[src/rtl/header_stream_pkg.sv]
// Shared types and helpers for the header adder/stripper pair.
// Both sides import this package so the header geometry is defined in one place.
package header_stream_pkg;

  typedef enum logic [1:0] {
    HDR_ST,
    FIRST_ST,
    DATA_ST,
    DROP_ST
  } strip_st_e;

  // Number of stream words that make up one header.
  function automatic int hdr_cnt_f(
    input int hs,
    input int dw
  );
    return hs / dw;
  endfunction

  // The header must be a whole, non-zero number of stream words.
  function automatic bit hdr_size_ok(
    input int hs,
    input int dw
  );
    return (dw > 0) && (hs >= dw) && ((hs % dw) == 0);
  endfunction

endpackage

[src/rtl/avalon_st_if.sv]
// Avalon-ST bundle with valid/ready handshake.
// The master drives the beat; the slave returns ready.
interface avalon_st_if #(
  parameter int DATA_WIDTH = 128
) ();
  localparam int EMPTY_W =
    (DATA_WIDTH > 8) ? $clog2(DATA_WIDTH / 8) : 1;

  logic                  valid;
  logic                  ready;
  logic                  sop;
  logic                  eop;
  logic [DATA_WIDTH-1:0] data;
  logic [EMPTY_W-1:0]    empty;

  modport master (
    output valid, sop, eop, data, empty,
    input  ready
  );

  modport slave (
    input  valid, sop, eop, data, empty,
    output ready
  );
endinterface

[src/rtl/header_word_sel.sv]
// Picks header word i out of the full header vector.
// Word 0 is the most significant DATA_WIDTH slice.
module header_word_sel
  import header_stream_pkg::*;
#(
  parameter int DATA_WIDTH  = 128,
  parameter int HEADER_SIZE = 256,
  parameter int IDX_W       = 2
) (
  input  logic [HEADER_SIZE-1:0] i_hdr,
  input  logic [IDX_W-1:0]       i_idx,
  output logic [DATA_WIDTH-1:0]  o_word
);
  localparam int HDR_CNT =
    hdr_cnt_f(HEADER_SIZE, DATA_WIDTH);

  // Mux the indexed word; out-of-range indices read as zero.
  always_comb begin
    o_word = '0;
    for (int k = 0; k < HDR_CNT; k++) begin
      if (i_idx == IDX_W'(k)) begin
        o_word = i_hdr[HEADER_SIZE-1-k*DATA_WIDTH -: DATA_WIDTH];
      end
    end
  end
endmodule

[src/rtl/header_stripper.sv]
// Removes the fixed header from each Avalon-ST packet, forwards payload.
// Define HEADER_STRIPPER_CHECK_EN to compare and drop bad headers.
module header_stripper
  import header_stream_pkg::*;
#(
  parameter int DATA_WIDTH  = 128,
  parameter int HEADER_SIZE = 256,
  parameter int CNT_WIDTH   = 32
) (
  input  logic                   clk,
  input  logic                   rst_n,
  avalon_st_if.slave             data_in,
  avalon_st_if.master            data_out,
  input  logic [HEADER_SIZE-1:0] header_data,
  output logic                   runt_err,
  output logic                   proto_err,
  output logic                   hdr_err,
  output logic [CNT_WIDTH-1:0]   pkt_cnt
);
  localparam int HDR_CNT =
    hdr_cnt_f(HEADER_SIZE, DATA_WIDTH);
  localparam int CW = $clog2(HDR_CNT) + 1;
  localparam logic [CW-1:0] LAST = CW'(HDR_CNT - 1);

  if (!hdr_size_ok(HEADER_SIZE, DATA_WIDTH)) begin : g_bad_size
    $error("HEADER_SIZE must be a multiple of DATA_WIDTH");
  end

  strip_st_e      r_state;
  strip_st_e      w_state_nxt;
  logic [CW-1:0]  r_hdr_cntr;
  logic [CW-1:0]  w_cntr_nxt;
  logic           r_mismatch;
  logic           w_mm_nxt;
  logic           r_runt_err;
  logic           r_proto_err;
  logic           r_hdr_err;
  logic           w_runt_set;
  logic           w_proto_set;
  logic           w_hdr_set;
  logic           w_in_ready;
  logic           w_acc;
  logic           w_last;
  logic           w_word_mm;
  logic           w_mm_any;
  logic           w_out_eop_fire;
  logic [CNT_WIDTH-1:0] r_pkt_cnt;

`ifdef HEADER_STRIPPER_CHECK_EN
  logic [DATA_WIDTH-1:0] w_exp_word;

  header_word_sel #(
    .DATA_WIDTH  (DATA_WIDTH),
    .HEADER_SIZE (HEADER_SIZE),
    .IDX_W       (CW)
  ) u_word_sel (
    .i_hdr  (header_data),
    .i_idx  (r_hdr_cntr),
    .o_word (w_exp_word)
  );

  assign w_word_mm = (data_in.data != w_exp_word);
`else
  logic w_unused_hdr;

  assign w_unused_hdr = ^header_data;
  assign w_word_mm    = 1'b0;
`endif

  assign w_acc    = data_in.valid & w_in_ready;
  assign w_last   = (r_hdr_cntr == LAST);
  assign w_mm_any = r_mismatch | w_word_mm;

  assign w_out_eop_fire =
    data_out.valid & data_out.ready & data_out.eop;

  assign data_in.ready = w_in_ready;
  assign runt_err      = r_runt_err;
  assign proto_err     = r_proto_err;
  assign hdr_err       = r_hdr_err;
  assign pkt_cnt       = r_pkt_cnt;

  // Zero-latency pass-through of payload; header and drop beats are sunk.
  always_comb begin
    w_in_ready     = 1'b0;
    data_out.valid = 1'b0;
    data_out.sop   = 1'b0;
    data_out.eop   = 1'b0;
    data_out.data  = data_in.data;
    data_out.empty = '0;
    case (r_state)
      HDR_ST, DROP_ST: begin
        w_in_ready = 1'b1;
      end
      FIRST_ST, DATA_ST: begin
        w_in_ready     = data_out.ready;
        data_out.valid = data_in.valid;
        data_out.sop   = (r_state == FIRST_ST);
        data_out.eop   = data_in.eop;
        if (data_in.eop) begin
          data_out.empty = data_in.empty;
        end
      end
      default: begin
        w_in_ready = 1'b0;
      end
    endcase
  end

  // Next state, header word tracking and error pulse requests.
  always_comb begin
    w_state_nxt = r_state;
    w_cntr_nxt  = r_hdr_cntr;
    w_mm_nxt    = r_mismatch;
    w_runt_set  = 1'b0;
    w_proto_set = 1'b0;
    w_hdr_set   = 1'b0;
    case (r_state)
      HDR_ST: begin
        if (w_acc) begin
          if ((r_hdr_cntr == '0) && !data_in.sop) begin
            // Not a packet start: discard and resync on next sop.
            w_proto_set = 1'b1;
            w_cntr_nxt  = '0;
          end else if (data_in.eop) begin
            w_runt_set = 1'b1;
            w_hdr_set  = w_last & w_mm_any;
            w_cntr_nxt = '0;
            w_mm_nxt   = 1'b0;
          end else if (w_last) begin
            w_hdr_set   = w_mm_any;
            w_cntr_nxt  = '0;
            w_mm_nxt    = 1'b0;
            w_state_nxt = w_mm_any ? DROP_ST : FIRST_ST;
          end else begin
            w_cntr_nxt = r_hdr_cntr + CW'(1);
            w_mm_nxt   = w_mm_any;
          end
        end
      end
      FIRST_ST: begin
        if (w_acc) begin
          w_state_nxt = data_in.eop ? HDR_ST : DATA_ST;
        end
      end
      DATA_ST: begin
        if (w_acc) begin
          w_proto_set = data_in.sop;
          if (data_in.eop) begin
            w_state_nxt = HDR_ST;
          end
        end
      end
      DROP_ST: begin
        if (w_acc && data_in.eop) begin
          w_state_nxt = HDR_ST;
        end
      end
      default: begin
        w_state_nxt = HDR_ST;
      end
    endcase
  end

  // State, header word counter and sticky mismatch flag.
  always_ff @(posedge clk or negedge rst_n) begin
    if (!rst_n) begin
      r_state    <= HDR_ST;
      r_hdr_cntr <= '0;
      r_mismatch <= 1'b0;
    end else begin
      r_state    <= w_state_nxt;
      r_hdr_cntr <= w_cntr_nxt;
      r_mismatch <= w_mm_nxt;
    end
  end

  // One-cycle error pulses.
  always_ff @(posedge clk or negedge rst_n) begin
    if (!rst_n) begin
      r_runt_err  <= 1'b0;
      r_proto_err <= 1'b0;
      r_hdr_err   <= 1'b0;
    end else begin
      r_runt_err  <= w_runt_set;
      r_proto_err <= w_proto_set;
      r_hdr_err   <= w_hdr_set;
    end
  end

  // Forwarded packet counter, wraps naturally.
  always_ff @(posedge clk or negedge rst_n) begin
    if (!rst_n) begin
      r_pkt_cnt <= '0;
    end else if (w_out_eop_fire) begin
      r_pkt_cnt <= r_pkt_cnt + CNT_WIDTH'(1);
    end
  end

endmodule

[src/flat_wrapper.sv]
// flat-port wrapper written by rule: the top's interface ports become plain ports
module header_stripper_flat import header_stream_pkg::*;
#(
  parameter int DATA_WIDTH  = 128,
  parameter int HEADER_SIZE = 256,
  parameter int CNT_WIDTH   = 32
)
  (clk, rst_n, header_data, runt_err, proto_err, hdr_err, pkt_cnt, data_in_valid, data_in_sop, data_in_eop, data_in_data, data_in_empty, data_in_ready, data_out_valid, data_out_sop, data_out_eop, data_out_data, data_out_empty, data_out_ready);
  avalon_st_if #(.DATA_WIDTH(DATA_WIDTH)) data_in_i ();
  avalon_st_if #(.DATA_WIDTH(DATA_WIDTH)) data_out_i ();
  input  logic clk;
  input  logic rst_n;
  input  logic [HEADER_SIZE-1:0] header_data;
  output logic runt_err;
  output logic proto_err;
  output logic hdr_err;
  output logic [CNT_WIDTH-1:0] pkt_cnt;
  input wire logic [$bits(data_in_i.valid)-1:0] data_in_valid;
  input wire logic [$bits(data_in_i.sop)-1:0] data_in_sop;
  input wire logic [$bits(data_in_i.eop)-1:0] data_in_eop;
  input wire logic [$bits(data_in_i.data)-1:0] data_in_data;
  input wire logic [$bits(data_in_i.empty)-1:0] data_in_empty;
  output wire logic [$bits(data_in_i.ready)-1:0] data_in_ready;
  output wire logic [$bits(data_out_i.valid)-1:0] data_out_valid;
  output wire logic [$bits(data_out_i.sop)-1:0] data_out_sop;
  output wire logic [$bits(data_out_i.eop)-1:0] data_out_eop;
  output wire logic [$bits(data_out_i.data)-1:0] data_out_data;
  output wire logic [$bits(data_out_i.empty)-1:0] data_out_empty;
  input wire logic [$bits(data_out_i.ready)-1:0] data_out_ready;
  assign data_in_i.valid = data_in_valid;
  assign data_in_i.sop = data_in_sop;
  assign data_in_i.eop = data_in_eop;
  assign data_in_i.data = data_in_data;
  assign data_in_i.empty = data_in_empty;
  assign data_in_ready = data_in_i.ready;
  assign data_out_valid = data_out_i.valid;
  assign data_out_sop = data_out_i.sop;
  assign data_out_eop = data_out_i.eop;
  assign data_out_data = data_out_i.data;
  assign data_out_empty = data_out_i.empty;
  assign data_out_i.ready = data_out_ready;
  header_stripper #(.DATA_WIDTH(DATA_WIDTH), .HEADER_SIZE(HEADER_SIZE), .CNT_WIDTH(CNT_WIDTH)) u_core (.clk(clk), .rst_n(rst_n), .data_in(data_in_i), .data_out(data_out_i), .header_data(header_data), .runt_err(runt_err), .proto_err(proto_err), .hdr_err(hdr_err), .pkt_cnt(pkt_cnt));
endmodule
[config.mk]
export PLATFORM = sky130hd
export DESIGN_NAME = header_stripper_flat
export DESIGN_NICKNAME = d
export VERILOG_FILES = /design/src/rtl/header_stream_pkg.sv /design/src/rtl/avalon_st_if.sv /design/src/rtl/header_word_sel.sv /design/src/rtl/header_stripper.sv /design/src/flat_wrapper.sv
export SDC_FILE = /design/constraint.sdc
export NUM_CORES = 1
export LEC_CHECK = 0
export BUFFER_PORTS_ARGS = -buffer_cell sky130_fd_sc_hd__buf_2
export CAP_MARGIN = 15
export CORE_AREA = 2 2 219 221
export DETAILED_ROUTE_END_ITERATION = 8
export DIE_AREA = 0 0 221 223
export GPL_ROUTABILITY_DRIVEN = 0
export GPL_TIMING_DRIVEN = 0
export SKIP_CTS_REPAIR_TIMING = 1
export SLEW_MARGIN = 20
export SYNTH_ARGS = -nofsm -noshare
export SYNTH_HDL_FRONTEND = slang
export SYNTH_HIERARCHICAL = 1
export SYNTH_SLANG_ARGS = --single-unit
[constraint.sdc]
create_clock -name clk -period 2.95 [get_ports clk]
set_input_delay 0.7375 -clock clk [delete_from_list [all_inputs] [get_ports clk]]
set_output_delay 0.7375 -clock clk [all_outputs]
set_load 0.01 [all_outputs]
== Word-level counts from Yosys, hierarchy flattened ==
Cells that the tools add are included.

* Flip-flop bits (word level): 40
* Input bits: 394
* Output and inout bits: 171
* Logic and storage cells: 72

* Add/subtract/negate cells: 2
* Equality and inequality tests: 12
* Multiplexer cells: 35
* Bitwise operators: 5
* Reductions and logical operators: 11

{| class="wikitable"
|+ Operator list
! operator !! number
|-
| adder 32 x 1 -> 32 bit (second input constant) || 1
|-
| two-way mux 2 bit || 13
|-
| two-way mux 1 bit || 17
|-
| != test 2 x 1 -> 1 bit (second input constant) || 5
|-
| two-way mux 4 bit || 2
|-
| case mux 2 bit (4 select lines) || 1
|-
| AND reduction 8 bit || 1
|-
| != test 2 bit (second input constant) || 3
|-
| AND 1 bit || 4
|-
| equality test 2 x 1 -> 1 bit (second input constant) || 2
|-
| equality test 2 bit (second input constant) || 2
|-
| zero test 2 bit || 2
|-
| case mux 1 bit (2 select lines) || 2
|-
| AND reduction 4 bit || 1
|-
| OR reduction 2 bit || 2
|-
| adder 2 x 1 -> 2 bit (second input constant) || 1
|-
| logical AND 1 bit || 2
|-
| AND reduction 2 bit || 1
|-
| nonzero test 2 bit || 1
|-
| zero test 1 bit || 1
|-
| inverter 1 bit || 1
|}

== Longest topological paths before layout ==
Gate-level depths: netlist (run 1).

* Depth in word-level cells: 7
* Depth in mapped cells: 7

== Least setup slack after synthesis (run 1) ==
Ideal clock, no wire load.

* Path type: register -> register
* Start: register u_core.r_state[0]
* End: register u_core.r_pkt_cnt[21] (netlist: u_core/pkt_cnt[21])
* Setup time: 0.080 ns
* Data arrival time: 2.039 ns
* Slack: 0.831 ns
* Stages on the path, launching flop included: 8
* Path buffers: 1
* Clock period less this slack: 2.119 ns
* Cells stage by stage: dfrtp_1 > inv_1 > ha_1 > nand4_4 > or4b_1 > buf_6 > nor4_2 > xnor2_1

* Word-level cells in the longest chain between the ends: 5
* Elaborated cells between the ends (all ways): 7

{| class="wikitable"
|+ Ends and longest elaborated chain
! element !! RTL line !! source
|-
| start: declaration || header_stripper.sv:29 || <nowiki>strip_st_e r_state;</nowiki>
|-
| start signal: assignment || header_stripper.sv:172 || <nowiki>r_state <= w_state_nxt;</nowiki>
|-
| equality test 2 bit / equality test 2 x 1 -> 1 bit (equally long branches) || header_stripper.sv:91 || <nowiki>case (r_state)</nowiki>
|-
| OR reduction 2 bit * || header_stripper.sv:91 ||
|-
| two-way mux 1 bit || header_stripper.sv:91 ||
|-
| AND 1 bit || header_stripper.sv:75 || <nowiki>data_out.valid & data_out.ready & data_out.eop;</nowiki>
|-
| AND 1 bit * || header_stripper.sv:75 ||
|-
| end signal: assignment || header_stripper.sv:196 || <nowiki>r_pkt_cnt <= r_pkt_cnt + CNT_WIDTH'(1);</nowiki>
|-
| end: declaration || header_stripper.sv:47 || <nowiki>logic [CNT_WIDTH-1:0] r_pkt_cnt;</nowiki>
|}

Every way passes the cells marked *; elsewhere a longest branch is shown, timed or not.
A chain may end at the register's enable or synchronous reset.

== Worst setup path after layout (run 1) ==
* Start: register u_core.r_state[0]
* End: register u_core.r_pkt_cnt[20] (netlist: u_core/pkt_cnt[20])

Same word-level chain as after synthesis.

==> results.ini, run 1 <==
[die]
dieWidth_um = 221
io_pins = 565
start_util = 0.0620
die_h_um = 223
core_mm2 = 0.0471
fp-row-count = 80
die_area_mm2 = 0.0493

[setup_path]
endpoint_kind = flop
critPathLaunchType = flop
rr_worst_depth = 7
crit_required_ns = 3.16
worst-path-max-fanout = 9
r2r_start = u_core/r_state[0]
path_class = flop to flop
regToRegEndpoint = u_core/pkt_cnt[20]
cp.arrival_ns = 2.71
ff2ff_setup_slack_ns = 0.45

[layout]
drive_gt1_frac = 0.666
antenna_cells = 0
syn2layout_area_growth_pct = 62.6
nets = 892

[routing]
wl_met3_um = 750
drt-wirelength-per-cell_um = 8.64
wirelength_met1_um = 4080
drc = 0
drt-vias-per-instance = 2.36
antenna_left = 0
dr_wl_met2_um = 4700
vias = 2622
drt_iter0_drc = 63
drtPass1Iterations = 4
top_layer = met4
wirelength_um = 9580

[synth]
syn_area_mm2 = 0.00292
synth_compound_area_frac = 0.0107
synthAdderAreaFrac = 0.0214
synth_top_family_by_area = buffers and inverters
synthCells = 307
synthArstFlopShare = 1.00
muxShareOfSynthArea = 0.00727
syn_avg_cell_area_um2 = 9.52
synth_fp_nets = 706
ys_seq_area_frac = 0.325
yosys.area_share.simple = 0.195
synthXorXnorAreaFrac = 0.0929
synth_edf_count = 0
synth_cell_type_count = 35
yosysWarnings = 6
ys_seq_elements = 38
synth_ff_type = dfrtp_1

[flow_run]
maxCapViolCount = 0

[pwr]
ir_drop_mv = 0.249
total_power_mw = 2.01
p_leak_nw = 2.43
power_density_mw_per_mm2 = 423

[clock_tree]
clk_path_buf_depth = 2
htree_num_levels = 2
insertion_delay_ns = 0.29
numCtsBuffers = 5
root_buffer = clkbuf_16
cts_tree = built
cts.clk_slew.worst_paths_ns = 0.06
numClockSinks = 38

[min_path]
hp-start = u_core/pkt_cnt[31]
min_path_type = flop to flop
whs_path_depth = 1
hold_path_end = u_core/pkt_cnt[31]

[place]
portBuffers = 179
hpwl_um = 8280

[timing]
slew_violations = 0
clock.fmax_ghz = 0.400
post-route-min-period_ns = 2.50
finClkSkew_ns = 0.00584
worstMarginPinSlew_ns = 0.991
finalSetupViolCount = 0
slew_headroom = 0.334
finalHoldViolCount = 0
rsz0062_at_grt = false
final_min_period_over_clock_period = 0.848
fin_setup_tns_ns = 0

[global_route]
grt_max_degree = 39
antenna_found_initial = 0
grt_overflow = 0
grt_pass1_vias = 2451
track_usage = 0.0365
grt_pass1_wl_um = 13800

[outcome]
status = completed

[registers in the layout, indices dropped and copies added, names as in the netlist]
signal             count
u_core/runt_err        1
u_core/r_hdr_cntr      2
u_core/r_state         2
u_core/proto_err       1
u_core/pkt_cnt        32
[critical path: stages, from the launching register on]
cell      delay, ns
dfrtp_1        0.39
inv_1          0.08
ha_1           0.47
and4_1         0.24
clkbuf_1       0.23
nand4_1        0.39
nor4_1         0.44
xor2_1         0.17
[Yosys cell counts, types with 4 or more instances]
master | number | area [µm²]
buf_4 | 129 | 968
dfrtp_1 | 38 | 951
xor2_1 | 19 | 166
nand2_1 | 16 | 60.1
nand4_1 | 12 | 75.1
xnor2_1 | 12 | 105
and3_1 | 10 | 62.6
nand3_1 | 9 | 45.0
nor2_1 | 9 | 33.8
nor3_1 | 6 | 30.0
ha_1 | 5 | 62.6
nor3_2 | 5 | 50.1
and4_1 | 4 | 35.0
inv_1 | 4 | 15.0
[metrics by stage]
step,area [µm²],setup WS [ns],hold WS (ns),util,instances
6_report,4760,0.447,0.467,0.101,1109
5_1_grt,4760,0.176,0.501,0.101,1109
4_1_cts,4760,0.306,0.474,0.101,1109
3_5_place_dp,4590,0.327,0.464,0.0973,1101
3_3_place_gp,4590,0.388,0.461,0.0973,1101
2_1_floorplan,2920,0.831,0.442,-,307
[worst max path at each step]
stage | from | to | slack, ns | cells after the start
after detailed placement | u_core/r_state[0] | u_core/pkt_cnt[11] | 0.33 | 6
final | u_core/r_state[0] | u_core/pkt_cnt[20] | 0.45 | 7
after global placement | data_in_valid | u_core/pkt_cnt[11] | 0.39 | 5
after CTS | u_core/r_state[0] | u_core/pkt_cnt[11] | 0.31 | 6
after global routing | u_core/r_state[1] | u_core/pkt_cnt[20] | 0.18 | 7
after floorplan | u_core/r_state[0] | u_core/pkt_cnt[21] | 0.83 | 7
[layout by cell type, fill, tap and decap left out, drive strengths merged, types with 2 or more instances in the layout]
cell type,n
nand3,9
nor4,5
clkbuf,8
xnor2,12
ha,5
buf,310
dfrtp,38
and4,4
nor2,9
xor2,19
nor3,11
nand4,13
and2,3
nand2,16
inv,4
and3,10
o21ai,2
nand2b,2
[layout make-up]
class	count	area, µm²
fill	5445	42400
buffer	133	998
multi-input combinational	132	960
sequential	38	951
timing repair buffer	179	896
tap	615	769
clock buffer	6	129
clock inverter	2	37.5
inverter	4	15.0
[per-layer routing]
| metal | global-route usage | vias to the layer above |
|---|---|---|
| li1 | - | 1253 |
| met1 | 0.0457 | 1218 |
| met2 | 0.0620 | 148 |
| met3 | 0.0113 | 3 |
| met4 | 0.00628 | 0 |
| met5 | 0 | - |
[power by group]
part	switching (mW)	internal (mW)	total, mW	leakage (nW)
logic	0.383	0.346	0.728	1.84
registers	0.0813	0.570	0.652	0.517
clock network	0.234	0.400	0.634	0.0771
[kinds of logic after synthesis]
family / count (synthesis)
multiplexers: 2
XOR/XNOR: 31
AO/OA/AOI/OAI: 5
adder cells (fa/ha/maj): 5
buffers and inverters: 137
other: 1
AND/OR/NAND/NOR: 88
flip-flops: 38
Power figures use the tool's default switching activity.
==> inputs of run 2 (changes only) <==
ABC_AREA = 1   (was unset)
CORE_AREA = 2 2 218 220   (was 2 2 219 221)
DIE_AREA = 0 0 220 222   (was 0 0 221 223)
clock period = 2.25 ns   (was 2.95 ns; I/O delays follow)
==> results.ini, run 2 <==
[clock_tree]
numCtsBuffers = 5  ; unchanged
cts.clk_slew.worst_paths_ns = 0.06  ; about the same
insertion_delay_ns = 0.28  ; about the same
cts_tree = built
htree_num_levels = 2  ; unchanged
clk_path_buf_depth = 2  ; unchanged
numClockSinks = 38  ; unchanged
root_buffer = clkbuf_16

[layout]
final_common_cell = buf_2
syn2layout_area_growth_pct = 57.5
nets = 1004  ; +13%
largest_reg_flops = 32  ; unchanged
final_cell_mix = 179 x buf_2, 129 x buf_4, 79 x nand2_1
antenna_cells = 0  ; unchanged
drive_gt1_frac = 0.535  ; -0.131
instances_no_fill = 1213  ; +9.4%

[place]
place_ws_ns = 0.363  ; +0.0364 ns
portBuffers = 179  ; unchanged
hpwl_um = 8750  ; +5.6%
dp.cells = 1205  ; +9.4%

[timing]
finalSetupViolCount = 0  ; unchanged
slew_violations = 0  ; unchanged
finClkSkew_ns = 0.00683  ; +0.000992 ns
finalHoldViolCount = 0  ; unchanged
rsz0062_at_grt = false
final_min_period_over_clock_period = 0.920
slew_headroom = 0.439  ; +0.105
clock.fmax_ghz = 0.483
worstMarginPinSlew_ns = 0.842  ; -0.150 ns
post-route-min-period_ns = 2.07
fin_setup_tns_ns = 0  ; unchanged
fin_ws_ns = 0.180  ; -0.267 ns

[routing]
drtPass1Iterations = 5  ; +1
vias = 3079  ; +17%
drc = 0  ; unchanged
drt-wirelength-per-cell_um = 8.23  ; -4.7%
wirelength_um = 9990  ; +4.2%
drt-vias-per-instance = 2.54  ; +7.4%
antenna_left = 0  ; unchanged
drt_iter0_drc = 135  ; +110%

[setup_path]
critPathLaunchType = flop
crit_required_ns = 1.69  ; -1.47 ns
endpoint_kind = primary output
worst-path-max-fanout = 5  ; -4
path_class = flop to primary output
cp.arrival_ns = 1.51  ; -1.20 ns

[global_route]
grt_pass1_vias = 2779  ; +13%
grt_max_degree = 39  ; unchanged
grtUsageMet2 = 0.0719  ; +0.00993
grt_use_met3 = 0.00905  ; -0.00227
grt_pass1_wl_um = 14400  ; +3.9%
met1_usage = 0.0409  ; -0.00487
grt_overflow = 0  ; unchanged
antenna_found_initial = 0  ; unchanged
busiest_layer = met2
track_usage = 0.0374  ; +0.000952

[pwr]
ir_drop_mv = 0.471  ; +89%
power_density_mw_per_mm2 = 484  ; +14%
p_leak_nw = 2.53  ; +4.2%

[synth]
synth_edf_count = 0  ; unchanged
netlist_top_cells_count = 129 x buf_4, 79 x nand2_1, 49 x inv_1, 44 x nor2_1, 38 x dfrtp_1
synth_top_area_frac = 0.308  ; -0.0228
synthCells = 419  ; +36%
synth_fp_nets = 818  ; +16%
yosysWarnings = 6  ; unchanged
ys_seq_elements = 38  ; unchanged
syn_avg_cell_area_um2 = 7.50  ; -21%
netlist_top_cells_area = buf_4 31%, dfrtp_1 30%, nand2_1 9.4%
synth_cell_type_count = 25  ; -29%
synthArstFlopShare = 1.00  ; unchanged
ys_seq_area_frac = 0.303  ; -0.0224
yosysTopAreaCell = buf_4
yosysMostFrequentCell = buf_4
synth_ff_type = dfrtp_1
syn_area_mm2 = 0.00314  ; +7.4%

[die]
die_h_um = 222  ; -0.45%
dieWidth_um = 220  ; -0.45%
fp-row-count = 79  ; -1.3%
die_area_mm2 = 0.0488  ; -0.90%
start_util = 0.0679  ; +0.00587
core_mm2 = 0.0463  ; -1.9%
io_pins = 565  ; unchanged

[flow_run]
maxCapViolCount = 0  ; unchanged

[min_path]
min_path_type = input port to async pin

[outcome]
status = completed

-- run 2: cell types whose count changed after synthesis, sizes merged, moves of 5 or more --
cell,delta
and3,-10
inv,+46
nand2,+63
nand3,+10
nor2,+39
nor3,-9
nor4,-5
xor2,-11
-- run 2: logic make-up (layout without fill, tap and decap cells) --
| group | Yosys count | after routing | synth area share |
|---|---|---|---|
| compound gates | 12 | 12 | 0.0219 |
| xor+xnor | 22 | 22 | 0.0614 |
| fa+ha+maj | 5 | 5 | 0.0199 |
| buf+inv | 179 | 366 | 0.368 |
| flops | 38 | 38 | 0.303 |
| other cells | 1 | 1 | 0.00119 |
| simple gates | 162 | 162 | 0.225 |
-- run 2: metrics by stage --
| stage | cell area, µm² | power [mW] | util | hold slack (ns) |
|---|---|---|---|---|
| after floorplan | 3140 | 1.40 | - | 0.267 |
| after global placement | 4800 | 1.69 | 0.104 | 0.467 |
| after detailed placement | 4800 | 1.71 | 0.104 | 0.506 |
| after CTS | 4950 | 2.43 | 0.107 | 0.424 |
| after global routing | 4950 | 2.57 | 0.107 | 0.474 |
| final | 4950 | 2.40 | 0.107 | 0.387 |
-- run 2: final timing paths --
kind	start	end	slack [ns]	cells past startpoint
setup / recovery	u_core/r_state[0]	data_out_empty[1]	0.18	5
hold reg to reg	u_core/pkt_cnt[31]	u_core/pkt_cnt[31]	0.51	2
hold / removal	rst_n	u_core/pkt_cnt[5]	0.39	1
max in group asynchronous	rst_n	u_core/pkt_cnt[29]	1.33	1
setup reg to reg	u_core/r_state[0]	u_core/pkt_cnt[10]	0.34	9
min in group clk	u_core/pkt_cnt[31]	u_core/pkt_cnt[31]	0.51	2
-- run 2: worst max-delay path: stages (launching register included) --
cell	delay, ns
dfrtp_1	0.40
inv_1	0.08
ha_1	0.35
nand2_1	0.14
nor2_1	0.12
buf_2	0.14
-- run 2: power breakdown --
group	switching, mW	total [mW]	internal, mW
clock	0.267	0.705	0.438
sequential	0.0614	0.814	0.752
combinational	0.467	0.878	0.411
-- run 2: layout make-up --
class | instances | area [µm²]
clock buffers | 6 | 139
plain buffers | 129 | 968
fillers | 5398 | 41300
clock inverters | 2 | 12.5
inverters | 50 | 188
multi-input cells | 202 | 1030
repair buffers | 179 | 896
flip-flops and latches | 38 | 951
well taps | 607 | 759
-- run 2: metal layers --
metal	vias to the layer above	part of all wire
li1	1518	-
met1	1379	0.36
met2	178	0.54
met3	4	0.096
met4	0	0.0041
met5	-	0
==> inputs of run 3 (changes only) <==
CTS_BUF_LIST = sky130_fd_sc_hd__clkbuf_16   (was unset)
==> results.ini, run 3 (synthesis gave the netlist of run 2 again) <==
[clock_tree]
cts_tree = built
insertion_delay_ns = 0.28  ; about the same
cts.clk_slew.worst_paths_ns = 0.06  ; about the same
clk_path_buf_depth = 2  ; unchanged
htree_num_levels = 2  ; unchanged
numCtsBuffers = 5  ; unchanged
root_buffer = clkbuf_16
numClockSinks = 38  ; unchanged

[routing]
drtPass1Iterations = 5  ; unchanged
wirelength_um = 10000  ; +0.12%
antenna_left = 0  ; unchanged
vias = 3081  ; +0.065%
drc = 0  ; unchanged
drt-wirelength-per-cell_um = 8.24  ; +0.12%
drt-vias-per-instance = 2.54  ; about the same
drt_iter0_drc = 135  ; unchanged

[timing]
worstMarginPinSlew_ns = 0.839  ; -0.00247 ns
finalHoldViolCount = 0  ; unchanged
rsz0062_at_grt = false
slew_headroom = 0.441  ; +0.00165
final_min_period_over_clock_period = 0.920  ; about the same
finClkSkew_ns = 0.00686  ; +0.0000266 ns
finalSetupViolCount = 0  ; unchanged
fin_setup_tns_ns = 0  ; unchanged
post-route-min-period_ns = 2.07  ; -0.000296 ns
clock.fmax_ghz = 0.483  ; about the same
slew_violations = 0  ; unchanged

[setup_path]
crit_required_ns = 1.69  ; about the same
worst-path-max-fanout = 5  ; unchanged
startpoint = u_core/r_state[0]
critPathLaunchType = flop
cp.arrival_ns = 1.51  ; about the same
regToRegEndpoint = u_core/pkt_cnt[10]
path_class = flop to primary output
ff2ff_setup_slack_ns = 0.34  ; about the same
critPathCapture = data_out_empty[1]
rr_worst_depth = 9  ; unchanged
r2r_start = u_core/r_state[0]
endpoint_kind = primary output

[global_route]
antenna_found_initial = 0  ; unchanged
met1_usage = 0.0409  ; unchanged
busiest_layer = met2
grtUsageMet2 = 0.0719  ; unchanged
grt_max_degree = 39  ; unchanged
track_usage = 0.0374  ; unchanged
grt_use_met3 = 0.00905  ; unchanged
grt_overflow = 0  ; unchanged
grt_pass1_wl_um = 14400  ; unchanged
grt_pass1_vias = 2779  ; unchanged

[outcome]
status = completed

[die]
core_mm2 = 0.0463  ; unchanged
die_area_mm2 = 0.0488  ; unchanged
start_util = 0.0679  ; unchanged
dieWidth_um = 220  ; unchanged
io_pins = 565  ; unchanged
fp-row-count = 79  ; unchanged
die_h_um = 222  ; unchanged

[min_path]
min_path_type = input port to async pin

[pwr]
power_density_mw_per_mm2 = 478  ; -1.3%
p_leak_nw = 2.53  ; -0.22%
ir_drop_mv = 0.460  ; -2.3%
total_power_mw = 2.36  ; -1.5%

[layout]
num-fill-cells = 5399  ; +0.019%
largest_reg_flops = 32  ; unchanged
final_cell_mix = 179 x buf_2, 129 x buf_4, 79 x nand2_1
drive_gt1_frac = 0.533  ; -0.00165
antenna_cells = 0  ; unchanged
nets = 1004  ; unchanged
final_common_cell = buf_2
syn2layout_area_growth_pct = 57.2

[flow_run]
maxCapViolCount = 0  ; unchanged

[place]
hpwl_um = 8750  ; unchanged
portBuffers = 179  ; unchanged

==> run 3: worst min path at each step <==
| stage | from | to | slack (ns) | cells past startpoint |
|---|---|---|---|---|
| floorplan | rst_n | u_core/pkt_cnt[0] | 0.27 | 0 |
| global placement | u_core/pkt_cnt[31] | u_core/pkt_cnt[31] | 0.47 | 2 |
| detailed placement | u_core/pkt_cnt[31] | u_core/pkt_cnt[31] | 0.51 | 2 |
| CTS | rst_n | u_core/pkt_cnt[5] | 0.42 | 1 |
| global route | rst_n | u_core/pkt_cnt[5] | 0.47 | 1 |
| finish | rst_n | u_core/pkt_cnt[5] | 0.39 | 1 |
==> run 3: area by class of cell <==
class	count	area (µm²)	area share
Clock buffer	5	125	0.0253
Sequential cell	38	951	0.193
Tap cell	607	759	0.154
Multi-Input combinational cell	202	1030	0.209
Inverter	50	188	0.0380
Timing Repair Buffer	179	896	0.181
Clock inverter	3	16.3	0.00329
Buffer	129	968	0.196
==> run 3: routing by layer <==
| layer | wire length (µm) | share of wire |
|---|---|---|
| met5 | 0 | 0 |
| met3 | 966 | 0.097 |
| met2 | 5360 | 0.54 |
| met4 | 41 | 0.0041 |
| met1 | 3640 | 0.36 |
==> run 3: stage by stage <==
step / instance area (µm²) / worst slack [ns] / utilization / cells / hold WS [ns]
2_1_floorplan: 3140 / 0.637 / - / 419 / 0.267
3_3_place_gp: 4800 / 0.397 / 0.104 / 1205 / 0.467
3_5_place_dp: 4800 / 0.363 / 0.104 / 1205 / 0.506
4_1_cts: 4940 / 0.153 / 0.107 / 1213 / 0.424
5_1_grt: 4940 / 0.0746 / 0.107 / 1213 / 0.474
6_report: 4940 / 0.180 / 0.107 / 1213 / 0.385
==> run 3: worst max-delay path: stages, from the launching register on <==
cell and delay [ns]:
dfrtp_1 0.40, inv_1 0.08, ha_1 0.35, nand2_1 0.14
nor2_1 0.12, buf_2 0.14
==> run 3: report_power, final <==
group | switching (mW) | internal (mW) | leakage (nW)
logic | 0.467 | 0.411 | 1.97
clock network | 0.265 | 0.404 | 0.0672
registers | 0.0613 | 0.752 | 0.491
